--- src/rtl/brick_collide.sv ---
// rtl/brick_collide.sv - ball-versus-brick collision engine driving the brick grid store
//
// Purpose: once per game tick (start), probe up to three grid cells at the
// ball's leading edge (X, Y, then diagonal D if X and Y both missed), clear
// breakable bricks (kinds 1..6) with the grid CLEAR command, and report the
// bounce flags, the number of bricks cleared and the first kind hit.
//
// Ports:
//   clock, reset                 single clock, synchronous active-high reset
//   start                        one-cycle tick request, accepted in IDLE only
//   ball_x, ball_y, dir_x, dir_y ball centre and direction, latched on start
//   grid_row, grid_col           registered cell address to the grid
//   grid_en, grid_func, grid_in  grid command strobe, function (CLEAR), data
//   grid_out, grid_busy          combinational brick kind at address, grid stall
//   done                         one-cycle completion pulse
//   flip_x, flip_y, hits, hit_kind  tick results, held until next start

module brick_collide #(
    parameter int COLS    = 32,
    parameter int ROWS    = 24,
    parameter int CELL_W  = 10,
    parameter int CELL_H  = 20,
    parameter int FIELD_W = 320,
    parameter int FIELD_H = 480,
    parameter int BALL_R  = 4
) (
    input  logic       clock,
    input  logic       reset,
    input  logic       start,
    input  logic [8:0] ball_x,
    input  logic [8:0] ball_y,
    input  logic       dir_x,
    input  logic       dir_y,
    output logic [6:0] grid_row,
    output logic [6:0] grid_col,
    output logic       grid_en,
    output logic [1:0] grid_func,
    output logic [2:0] grid_in,
    input  logic [2:0] grid_out,
    input  logic       grid_busy,
    output logic       done,
    output logic       flip_x,
    output logic       flip_y,
    output logic [1:0] hits,
    output logic [2:0] hit_kind
);

    typedef enum logic [3:0] {
        S_IDLE,
        S_ADDR_X,
        S_READ_X,
        S_CLR_X,
        S_ADDR_Y,
        S_READ_Y,
        S_CLR_Y,
        S_ADDR_D,
        S_READ_D,
        S_CLR_D,
        S_DONE
    } state_t;

    // Probe arithmetic is done in 10 bits so ball + radius never wraps.
    localparam logic [9:0] R_V    = 10'(BALL_R);
    localparam logic [9:0] CW_V   = 10'(CELL_W);
    localparam logic [9:0] CH_V   = 10'(CELL_H);
    localparam logic [9:0] FW_V   = 10'(FIELD_W);
    localparam logic [9:0] FH_V   = 10'(FIELD_H);
    localparam logic [9:0] ROWS_V = 10'(ROWS);
    localparam logic [9:0] COLS_V = 10'(COLS);

    state_t     state_q, state_d;
    logic [8:0] bx_q, bx_d;
    logic [8:0] by_q, by_d;
    logic       dx_q, dx_d;
    logic       dy_q, dy_d;
    logic [6:0] row_q, row_d;
    logic [6:0] col_q, col_d;
    logic       oob_q, oob_d;
    logic       flip_x_q, flip_x_d;
    logic       flip_y_q, flip_y_d;
    logic [1:0] hits_q, hits_d;
    logic [2:0] kind_q, kind_d;

    // Probe point for the current ADDR_* state.
    logic       use_dx, use_dy;
    logic       x_uf, y_uf;
    logic [9:0] px, py;
    logic [9:0] col_full, row_full;
    logic       probe_oob;
    logic [6:0] probe_row, probe_col;

    always_comb begin
        use_dx = (state_q == S_ADDR_X) || (state_q == S_ADDR_D);
        use_dy = (state_q == S_ADDR_Y) || (state_q == S_ADDR_D);
        x_uf   = 1'b0;
        y_uf   = 1'b0;
        px     = {1'b0, bx_q};
        py     = {1'b0, by_q};
        if (use_dx) begin
            if (dx_q) begin
                px = {1'b0, bx_q} + R_V;
            end else begin
                x_uf = ({1'b0, bx_q} < R_V);
                px   = {1'b0, bx_q} - R_V;
            end
        end
        if (use_dy) begin
            if (dy_q) begin
                py = {1'b0, by_q} + R_V;
            end else begin
                y_uf = ({1'b0, by_q} < R_V);
                py   = {1'b0, by_q} - R_V;
            end
        end
        col_full  = px / CW_V;
        row_full  = py / CH_V;
        probe_oob = x_uf || y_uf || (px >= FW_V) || (py >= FH_V) ||
                    (row_full >= ROWS_V) || (col_full >= COLS_V);
        // Out-of-field probes still drive an address, clamped to cell 0.
        probe_row = probe_oob ? 7'd0 : row_full[6:0];
        probe_col = probe_oob ? 7'd0 : col_full[6:0];
    end

    // An out-of-field probe reads as empty whatever the grid returns.
    logic [2:0] kind_s;
    logic       hit_s;
    logic       breakable_s;

    always_comb begin
        kind_s      = oob_q ? 3'd0 : grid_out;
        hit_s       = (kind_s != 3'd0);
        breakable_s = hit_s && (kind_s != 3'd7);
    end

    always_comb begin
        state_d  = state_q;
        bx_d     = bx_q;
        by_d     = by_q;
        dx_d     = dx_q;
        dy_d     = dy_q;
        row_d    = row_q;
        col_d    = col_q;
        oob_d    = oob_q;
        flip_x_d = flip_x_q;
        flip_y_d = flip_y_q;
        hits_d   = hits_q;
        kind_d   = kind_q;

        case (state_q)
            S_IDLE: begin
                if (start) begin
                    bx_d     = ball_x;
                    by_d     = ball_y;
                    dx_d     = dir_x;
                    dy_d     = dir_y;
                    flip_x_d = 1'b0;
                    flip_y_d = 1'b0;
                    hits_d   = 2'd0;
                    kind_d   = 3'd0;
                    state_d  = S_ADDR_X;
                end
            end
            S_ADDR_X, S_ADDR_Y, S_ADDR_D: begin
                if (!grid_busy) begin
                    row_d = probe_row;
                    col_d = probe_col;
                    oob_d = probe_oob;
                    case (state_q)
                        S_ADDR_X: state_d = S_READ_X;
                        S_ADDR_Y: state_d = S_READ_Y;
                        default:  state_d = S_READ_D;
                    endcase
                end
            end
            S_READ_X: begin
                if (!grid_busy) begin
                    if (hit_s) begin
                        flip_x_d = 1'b1;
                        if (kind_q == 3'd0) kind_d = kind_s;
                    end
                    if (breakable_s) begin
                        hits_d  = hits_q + 2'd1;
                        state_d = S_CLR_X;
                    end else begin
                        state_d = S_ADDR_Y;
                    end
                end
            end
            S_READ_Y: begin
                if (!grid_busy) begin
                    if (hit_s) begin
                        flip_y_d = 1'b1;
                        if (kind_q == 3'd0) kind_d = kind_s;
                    end
                    if (breakable_s) begin
                        hits_d  = hits_q + 2'd1;
                        state_d = S_CLR_Y;
                    end else if (flip_x_q || hit_s) begin
                        state_d = S_DONE;
                    end else begin
                        // Diagonal only when both edge probes were clear.
                        state_d = S_ADDR_D;
                    end
                end
            end
            S_READ_D: begin
                if (!grid_busy) begin
                    if (hit_s) begin
                        flip_x_d = 1'b1;
                        flip_y_d = 1'b1;
                        if (kind_q == 3'd0) kind_d = kind_s;
                    end
                    if (breakable_s) begin
                        hits_d  = hits_q + 2'd1;
                        state_d = S_CLR_D;
                    end else begin
                        state_d = S_DONE;
                    end
                end
            end
            S_CLR_X: if (!grid_busy) state_d = S_ADDR_Y;
            S_CLR_Y: if (!grid_busy) state_d = S_DONE;
            S_CLR_D: if (!grid_busy) state_d = S_DONE;
            S_DONE:  state_d = S_IDLE;
            default: state_d = S_IDLE;
        endcase
    end

    always_ff @(posedge clock) begin
        if (reset) begin
            state_q  <= S_IDLE;
            bx_q     <= 9'd0;
            by_q     <= 9'd0;
            dx_q     <= 1'b0;
            dy_q     <= 1'b0;
            row_q    <= 7'd0;
            col_q    <= 7'd0;
            oob_q    <= 1'b0;
            flip_x_q <= 1'b0;
            flip_y_q <= 1'b0;
            hits_q   <= 2'd0;
            kind_q   <= 3'd0;
        end else begin
            state_q  <= state_d;
            bx_q     <= bx_d;
            by_q     <= by_d;
            dx_q     <= dx_d;
            dy_q     <= dy_d;
            row_q    <= row_d;
            col_q    <= col_d;
            oob_q    <= oob_d;
            flip_x_q <= flip_x_d;
            flip_y_q <= flip_y_d;
            hits_q   <= hits_d;
            kind_q   <= kind_d;
        end
    end

    logic in_clr;
    assign in_clr = (state_q == S_CLR_X) || (state_q == S_CLR_Y) || (state_q == S_CLR_D);

    // Gated by reset so an aborting tick can never land a CLEAR on the grid.
    assign grid_en   = in_clr && !grid_busy && !reset;
    assign grid_func = 2'b00;
    assign grid_in   = 3'b000;
    assign grid_row  = row_q;
    assign grid_col  = col_q;
    assign done      = (state_q == S_DONE);
    assign flip_x    = flip_x_q;
    assign flip_y    = flip_y_q;
    assign hits      = hits_q;
    assign hit_kind  = kind_q;

endmodule
--- config.mk ---
export PLATFORM = sky130hd
export DESIGN_NAME = brick_collide
export DESIGN_NICKNAME = d
export VERILOG_FILES = /design/src/rtl/brick_collide.sv
export SDC_FILE = /design/constraint.sdc
export NUM_CORES = 1
export LEC_CHECK = 0
export BUFFER_PORTS_ARGS = -buffer_cell sky130_fd_sc_hd__buf_2
export CAP_MARGIN = 10
export CORE_MARGIN = 5
export CORE_UTILIZATION = 35
export CTS_BUF_LIST = sky130_fd_sc_hd__clkbuf_2 sky130_fd_sc_hd__clkbuf_4 sky130_fd_sc_hd__clkbuf_8
export DETAILED_ROUTE_END_ITERATION = 8
export GPL_TIMING_DRIVEN = 0
export MAX_ROUTING_LAYER = met4
export SYNTH_ARGS = -nofsm -noshare
export SYNTH_HDL_FRONTEND = slang
export SYNTH_SLANG_ARGS = --single-unit
--- constraint.sdc ---
create_clock -name clock -period 5.94 [get_ports clock]
set_input_delay 0.594 -clock clock [delete_from_list [all_inputs] [get_ports clock]]
set_output_delay 0.594 -clock clock [all_outputs]
set_load 0.1 [all_outputs]
==> results of run 1 <==
==> path summary, 6_finish.rpt <==
| kind | from | to | slack [ps] |
|---|---|---|---|
| setup / recovery | bx_q[2] | grid_col[1] | 2030 |
| hold / removal | grid_row[1] | grid_row[1] | 460 |
| setup reg to reg | bx_q[2] | grid_col[1] | 2030 |
| hold reg to reg | grid_row[1] | grid_row[1] | 460 |
==> cell usage in the layout (no fill, tap or decap), types with 6 or more instances in the layout <==
cell and count:
sky130_fd_sc_hd__nor2b_1 7, sky130_fd_sc_hd__a31oi_1 6, sky130_fd_sc_hd__o21ai_0 16, sky130_fd_sc_hd__buf_2 45, sky130_fd_sc_hd__buf_4 8, sky130_fd_sc_hd__nor2_1 48
sky130_fd_sc_hd__xnor2_1 15, sky130_fd_sc_hd__nand2b_1 7, sky130_fd_sc_hd__and2_1 6, sky130_fd_sc_hd__conb_1 6, sky130_fd_sc_hd__nand3_1 9, sky130_fd_sc_hd__nand4_1 7
sky130_fd_sc_hd__nor3_1 18, sky130_fd_sc_hd__dfxtp_1 42, sky130_fd_sc_hd__a22oi_1 7, sky130_fd_sc_hd__a211oi_1 6, sky130_fd_sc_hd__nand2_1 70, sky130_fd_sc_hd__inv_1 11
sky130_fd_sc_hd__clkbuf_8 6, sky130_fd_sc_hd__xor2_1 9, sky130_fd_sc_hd__a21oi_1 50, sky130_fd_sc_hd__clkbuf_1 22
==> through the flow <==
step | hold slack (ps) | utilization
floorplan | 450 | -
global placement | 438 | 0.397
detailed placement | 447 | 0.397
CTS | 463 | 0.407
global route | 481 | 0.407
finish | 456 | 0.407
==> Yosys cell counts, drive strengths merged, types with 4 or more instances <==
master and count:
o21ai 18, xnor2 15, a211oi 7, a22oi 7, nand4 7, nor3 21
a21oi 51, a31oi 6, mux2i 4, and2 8, or3 5, nor2 48
buf 11, clkbuf 22, nand2b 7, xor2 9, nor4 4, nor2b 7
nand3 9, dfxtp 42, inv 11, ha 4, o21a 5, or4 4
nand2 70
==> logic make-up after synthesis <==
| family | after synthesis | synth area share |
|---|---|---|
| xor+xnor | 25 | 0.0711 |
| compound gates | 126 | 0.260 |
| simple gates | 209 | 0.318 |
| fa+ha+maj | 5 | 0.0183 |
| other cells | 1 | 0.00115 |
| buf+inv | 44 | 0.0623 |
| flops | 42 | 0.257 |
| mux | 4 | 0.0122 |
==> registers in the layout, indices dropped and copies added (netlist names), 2 cells and up <==
register and count:
state_q 4, grid_row 6, by_q 7, grid_col 7, hit_kind 3, bx_q 8
hits 2
==> routing by layer <==
metal / track usage / part of all wire / vias up
li1: - / - / 1737
met4: 0.0356 / 0.010 / 0
met3: 0.0253 / 0.044 / 7
met1: 0.208 / 0.48 / 1533
met2: 0.255 / 0.46 / 73
met5: - / 0 / -
==> power groups by stage <==
stage	sequential [mW]	combinational [mW]	clock, mW
final	0.377	1.42	0.202
after global routing	0.385	1.57	0.219
after CTS	0.376	1.41	0.208
after detailed placement	0.383	1.40	0
after global placement	0.383	1.38	0
after floorplan	0.506	1.03	0
==> area by class of cell <==
| class | count | share of cell area |
|---|---|---|
| clock inverters | 2 | 0.00334 |
| inverters | 11 | 0.0110 |
| well taps | 111 | 0.0371 |
| repair buffers | 44 | 0.0588 |
| plain buffers | 33 | 0.0434 |
| flip-flops and latches | 42 | 0.224 |
| clock buffers | 6 | 0.0220 |
| multi-input cells | 375 | 0.600 |
==> worst min-delay path, cell delays in order (launching register included) <==
cell                      delay, ps
sky130_fd_sc_hd__dfxtp_1        320
sky130_fd_sc_hd__nand2_1         50
sky130_fd_sc_hd__a21oi_1         50
==> results.txt, run 1 <==
The worst-case headroom to the max-slew limit is 0.510. The maximum buffer depth of the clock tree is 2. The detail-routed net length per standard cell is 13.7 um. The final sum of negative setup slack came out at 0 ps.

The worst reg2reg path depth came out at 13. Entering global routing, the biggest net connects 14 pins. The die boundary width came out at 107 um. The number of maximum-capacitance violations is 0. The diode insertion count for antenna repair came out at 0.

The number of DRC violations after detailed routing is 0. In the synthesized netlist, the number of instances is 456. The weighted congestion at the end of routability-driven global placement is 0.854.

The post-route total power came out at 2.00 mW. The root buffer cell chosen for the clock tree is sky130_fd_sc_hd__clkbuf_8. The combinational group share of total power is 0.710. The global-route wire length before repair came out at 14.6 mm. The number of gates resized after CTS is 0. The peak fanout along the critical path came out at 8. The worst hold path belongs to the class flop to flop. The worst setup path is of the flop to flop kind.

The fraction of final layout cells with drive strength greater than 1 is 0.156. The critical path's largest stage delay came out at 500 ps. Counting every sink on the clock net gives 42.

TritonCTS built the clock tree. The area growth from synthesis to final layout is 14.4%. After synthesis, the cell types taking the most area are sky130_fd_sc_hd__dfxtp_1 (26%), sky130_fd_sc_hd__nand2_1 (8.0%), sky130_fd_sc_hd__a21oi_1 (7.6%).

The switching power came out at 1.07 mW. The share of power burned in the clock network came out at 0.101. Setup repair after global routing left no endpoint under its margin. The final number of max-transition violations came out at 0.

Once layout is complete, the cells apart from fillers number 624. The power per standard cell area is 533 mW/mm2. The sequential standard cell area is 841 um2. The data arrival time at the worst-slack endpoint came out at 4110 ps.

The critical path crosses 13 cells after its start point. The leakage power is 1.49 nW. The via count of the first global-routing pass came out at 3097. The post-synthesis area per instance is 7.18 um2. Buffers inserted to repair hold after CTS numbered 0. The number of hold violations in the final report is 0. The portion of total power attributed to sequential cells is 0.189. The total overflow left after global routing is 0. The number of buffers and inverters on the critical path is 1. The cell taking the most area after synthesis is sky130_fd_sc_hd__dfxtp_1. The final non-filler cell area came out at 0.00375 mm2. Across the VDD grid, the largest voltage drop is 0.000181 V.

For the final database, setup skew stands at 4.84 ps. The total of warnings raised by yosys is 0. The placement-stage cell area is 0.00365 mm2. The category of cells accounting for the largest share of critical-path delay is compound AO/OA/AOI/OAI gates. The row count is 35.

In the synthesized netlist the dominant register cell turns out to be sky130_fd_sc_hd__dfxtp_1. The worst setup slack before clock tree synthesis came out at 2090 ps. Once placement completed, the tool counted placed cells totaling 616. Walking the worst path, the cells encountered are inv_1 > ha_1 > or4b_1 > a211o_1 > xor2_1 > o21a_1 > a211oi_1 > a41oi_1 > a31oi_1 > o21ai_0 > nand3_1 > a311o_1 > o31a_1. The number of nets in the layout came out at 543. The sum of net half-perimeters after detailed placement is 6.62 mm. Once routing completed, OpenROAD measured the worst setup slack at 2030 ps. The flow ran to the end, and the final reports show no timing, DRC or antenna violations. After clock tree synthesis, the clock-pin slew on the worst setup and hold paths is 90 ps. The full die area came out at 0.0114 mm2. STA classifies the critical path endpoint as a flop. The initial utilization of the core area, before any placement, comes to 0.356. The vias after detailed routing came out at 3350. The first-pass iteration count of the detailed router came out at 4. The I/O pin count came out at 55. The number of clock buffers added by TritonCTS is 5. The worst-skew pair later-pin latency is 300 ps. The flop and latch count out of synthesis is 42. The die extent in y came out at 107 um. Of the synthesized area, sequential elements account for 0.257. The core region is 0.00920 mm2.

The count of unique library cells instantiated by Yosys is 73. STA classifies the critical path startpoint as a flop. The mapped cell area is 0.00327 mm2. The number of buffers added for setup after CTS came out at 0. The switching share of total power is 0.535.

Summing all multi-input logic gate instances after layout gives 0.00225 mm2. The share of flip-flops with an asynchronous set or reset after synthesis is 0. The level count of the clock H-tree is 2. Cell internal power was estimated by the tool at 928 uW.

The final clock period utilization by the worst path is 0.658. The share of synthesized area in the top cell type comes to 0.257. The number of violations reported at the end of detailed-routing iteration 0 came out at 232. In the global route stage, overall resource usage came out at 0.158.

The via density per instance came out at 5.37. Derived from the worst setup path, the maximum achievable clock frequency is 256 MHz. The initial antenna violation count came out at 0.

The number of nets still failing antenna checks after routing came out at 0. At the worst endpoint, the required time is 6140 ps. The smallest clock period supported by the final layout is computed as 3910 ps. The final-layout fill cell count is 984.

At the pin with the least slew margin, the transition time is 730 ps. The final layout contains routed wiring with a total length of 8.52 mm. The count of port buffers added during placement is 44. The number of synthesized flops with an enable pin came out at 0.

The worst hold path passes through 2 cells. The slowest stage of the critical path is the sky130_fd_sc_hd__xor2_1 cell. The count of endpoints failing setup in the final report came out at 0.
(Power assumes the default switching activity.)
==> run 2, diff against run 1 <==
- ABC_AREA: unset -> 1
- clock period: 5.94 -> 3.6 ns (I/O delays scaled with it)
==> results.txt, run 2 <==
The flow ran to the end, and the final reports show no timing, DRC or antenna violations. Yosys instantiated no cell more often than sky130_fd_sc_hd__nand2_1. The data arrival time at the worst-slack endpoint is 3430 ps (-680 ps).

The number of hold violations in the final report is 0 (unchanged). The endpoint kind of the worst setup timing path is a flop. The I/O pin count was 55 (unchanged). The weighted congestion at the end of routability-driven global placement came out at 0.901 (+5.5%). The data required time at the worst endpoint came out at 3780 ps (-2360 ps). The mapped cell area is 0.00350 mm2 (+6.8%).

The vias after detailed routing is 3639 (+8.6%). The commonest cells after synthesis are sky130_fd_sc_hd__nand2_1 (128), sky130_fd_sc_hd__inv_1 (71), sky130_fd_sc_hd__nor2_1 (47). The number of violations reported at the end of detailed-routing iteration 0 came to 168 (-28%). The worst min-delay path startpoint is reset. The endpoint of the worst hold-timing path is grid_col[4].

The total routing usage reported by global routing is 0.162 (+0.00486). bx_q holds more flip-flops than any other register. The global-route wire length before repair came out at 15.5 mm (+6.2%). The count of unique library cells instantiated by Yosys came out at 51 (-30%). The number of synthesized flops with an enable pin is 0 (unchanged). The gate count of the mapped netlist is 555 (+22%). The number of nets in the layout came out at 650 (+20%). The number of nets still failing antenna checks after routing was 0 (unchanged).

The library cells used most frequently in the layout, excluding fill and tap cells, are sky130_fd_sc_hd__nand2_1 (125), sky130_fd_sc_hd__inv_1 (68), sky130_fd_sc_hd__buf_2 (47). The critical path is of the flop to flop type. The worst setup slack before clock tree synthesis came out at 107 ps (-1980 ps). The level count of the clock H-tree is 2 (unchanged). The via count of the first global-routing pass is 3408 (+10%). The maximum buffer depth of the clock tree was 2 (unchanged).

The clock sink total is 42 (unchanged). The sequential element share of the synthesized area was 0.241 (-0.0164). The actual transition at the worst max-transition pin is 590 ps (-140 ps). The commonest non-fill, non-tap cell in the layout is sky130_fd_sc_hd__nand2_1.

The quantity of hold-fixing buffers added after cts is 0 (unchanged). The final worst setup slack is 346 ps (-1680 ps). The die extent in y is 110 um (+3.0%). On the critical path, the stage with the largest delay is an instance of sky130_fd_sc_hd__dfxtp_4.

The starting utilization of the core area was 0.358 (+0.00174). The worst reg2reg path depth came out at 31 (+18). The detail-routed net length per standard cell came out at 12.4 um (-9.5%).

The most repeated library cell on the critical path is sky130_fd_sc_hd__nand2_1. The sum of net half-perimeters after detailed placement is 7.33 mm (+11%). By area the synthesized netlist is led by sky130_fd_sc_hd__dfxtp_1 (24%), sky130_fd_sc_hd__nand2_1 (14%), sky130_fd_sc_hd__inv_1 (7.6%).

The share of flip-flops with an asynchronous set or reset after synthesis came to 0 (unchanged). The area growth from synthesis to layout is 17.8%. The critical path's largest stage delay is 380 ps (-120 ps). The post-route clock skew came out at 2.92 ps (-1.92 ps).

The row count came out at 36 (+2.9%). The maximum number of pins on one net before global-route repair is 16 (+2). The initial antenna violation count came out at 0 (unchanged). The number of maximum-capacitance violations came out at 0 (unchanged).

The first-pass iteration count of the detailed router was 4 (unchanged). The clock period minus worst slack is 3250 ps (-657 ps). The min-delay analysis places its worst path in the category primary input to flop. The final number of max-transition violations came out at 0 (unchanged).

The area of the core was 0.00977 mm2 (+6.3%). The count of endpoints failing setup in the final report is 0 (unchanged). The CTS clock-pin slew for the worst setup and hold paths is 90 ps (about the same).

The peak fanout along the critical path is 6 (-2). The root buffer cell chosen for the clock tree is sky130_fd_sc_hd__clkbuf_8. The diode insertion count for antenna repair is 0 (unchanged). The flop-to-flop setup slack came out at 350 ps (-1680 ps). The worst-skew pair later-pin latency came out at 310 ps (about the same). The full die area came out at 0.0121 mm2 (+6.2%).

The die boundary width came to 110 um (+3.0%). The via density per instance came out at 4.83 (-10%). The fraction of final layout cells with drive strength greater than 1 came out at 0.253 (+0.0973). The post-synthesis area per instance was 6.30 um2 (-12%). The final-layout fill cell count is 1059 (+7.6%). The number of flip-flops in the largest register came out at 8 (unchanged). The endpoint of the lowest-slack register-to-register path is grid_col[0].

The number of cells on the worst hold path is 2 (unchanged). The final sum of negative setup slack came out at 0 ps (unchanged). The count of port buffers added during placement came out at 45 (+2.3%). The area fraction of the dominant cell type after synthesis is 0.241 (-0.0164). The reg-to-reg critical path startpoint is bx_q[2]. The flop and latch count out of synthesis came out at 42 (unchanged). The total grt overflow is 0 (unchanged). The total of warnings raised by yosys is 0 (unchanged). The synthesized design spends more area on one cell type than any other, namely sky130_fd_sc_hd__dfxtp_1. STA classifies the critical path startpoint as a flop. The total length of routed wires came to 9.31 mm (+9.2%). The most used flip-flop cell after synthesis is sky130_fd_sc_hd__dfxtp_1.

The final clock period utilization by the worst path is 0.904 (+0.246). The number of clock buffers inserted by TritonCTS came out at 5 (unchanged). The number of DRC violations after detailed routing is 0 (unchanged). The worst-case headroom to the max-slew limit was 0.607 (+0.0969). TritonCTS built the clock tree. The maximum clock frequency came out at 307 MHz (+20%).
run 2: kinds of logic after synthesis:
| logic type | count (synthesis) | synth area share |
|---|---|---|
| AOI/OAI and AO/OA | 104 | 0.181 |
| xor gates and xnor gates | 15 | 0.0437 |
| adders and majority gates | 4 | 0.0143 |
| buffers and inverters | 104 | 0.123 |
| DFF | 42 | 0.241 |
| other | 1 | 0.00107 |
| and+or+nand+nor | 285 | 0.396 |
run 2: worst max-delay path: cells and delay by family (launching register included):
kind / cells / cell delay [ps]
AOI/OAI and AO/OA: 4 / 530
and+or+nand+nor: 21 / 1600
DFF: 1 / 380
buffers and inverters: 5 / 410
adders and majority gates: 1 / 200
run 2: how the worst max path moves through the flow:
| stage | startpoint | endpoint | slack (ps) | cells after the start |
|---|---|---|---|---|
| 2_1_floorplan | by_q[2] | grid_row[0] | 630 | 31 |
| 3_3_place_gp | by_q[2] | grid_row[0] | 220 | 31 |
| 3_5_place_dp | by_q[2] | grid_row[0] | 110 | 31 |
| 4_1_cts | by_q[2] | grid_row[0] | 30 | 31 |
| 5_1_grt | by_q[2] | grid_row[0] | -30 | 33 |
| 6_report | bx_q[2] | grid_col[0] | 350 | 31 |
run 2: timing repair:
item                                    CTS  global route
endpoints found under the setup margin    0            10
buffers inserted                          0             7
resized for setup                         0            29
run 2: cell type report:
class	instances	area, um2	share of cell area
buffer	20	115	0.0279
tap	133	166	0.0404
multi-input combinational	414	2290	0.557
clock buffer	5	68.8	0.0167
clock inverter	3	25.0	0.00608
sequential	42	857	0.208
timing repair buffer	52	278	0.0674
inverter	84	315	0.0765
run 2: routing by layer:
layer  up-vias  routed length (um)  track usage
met5         -                   0            -
met3         9                 405       0.0211
met2        89                4420        0.264
met1      1620                4370        0.213
met4         0                 111       0.0401
li1       1921                   -            -
run 2: per-stage QoR:
step / hold WS (ps) / utilization / instance area, um2 / std cells
floorplan: 429 / - / 3510 / 560
global placement: 425 / 0.400 / 3910 / 738
detailed placement: 432 / 0.400 / 3910 / 738
CTS: 273 / 0.409 / 4000 / 746
global route: 286 / 0.421 / 4120 / 753
finish: 284 / 0.421 / 4120 / 753
Power of run 2 is left out: the tool's default activity adds up to more than one toggle a clock period on the data nets, which glitch-free logic cannot reach.
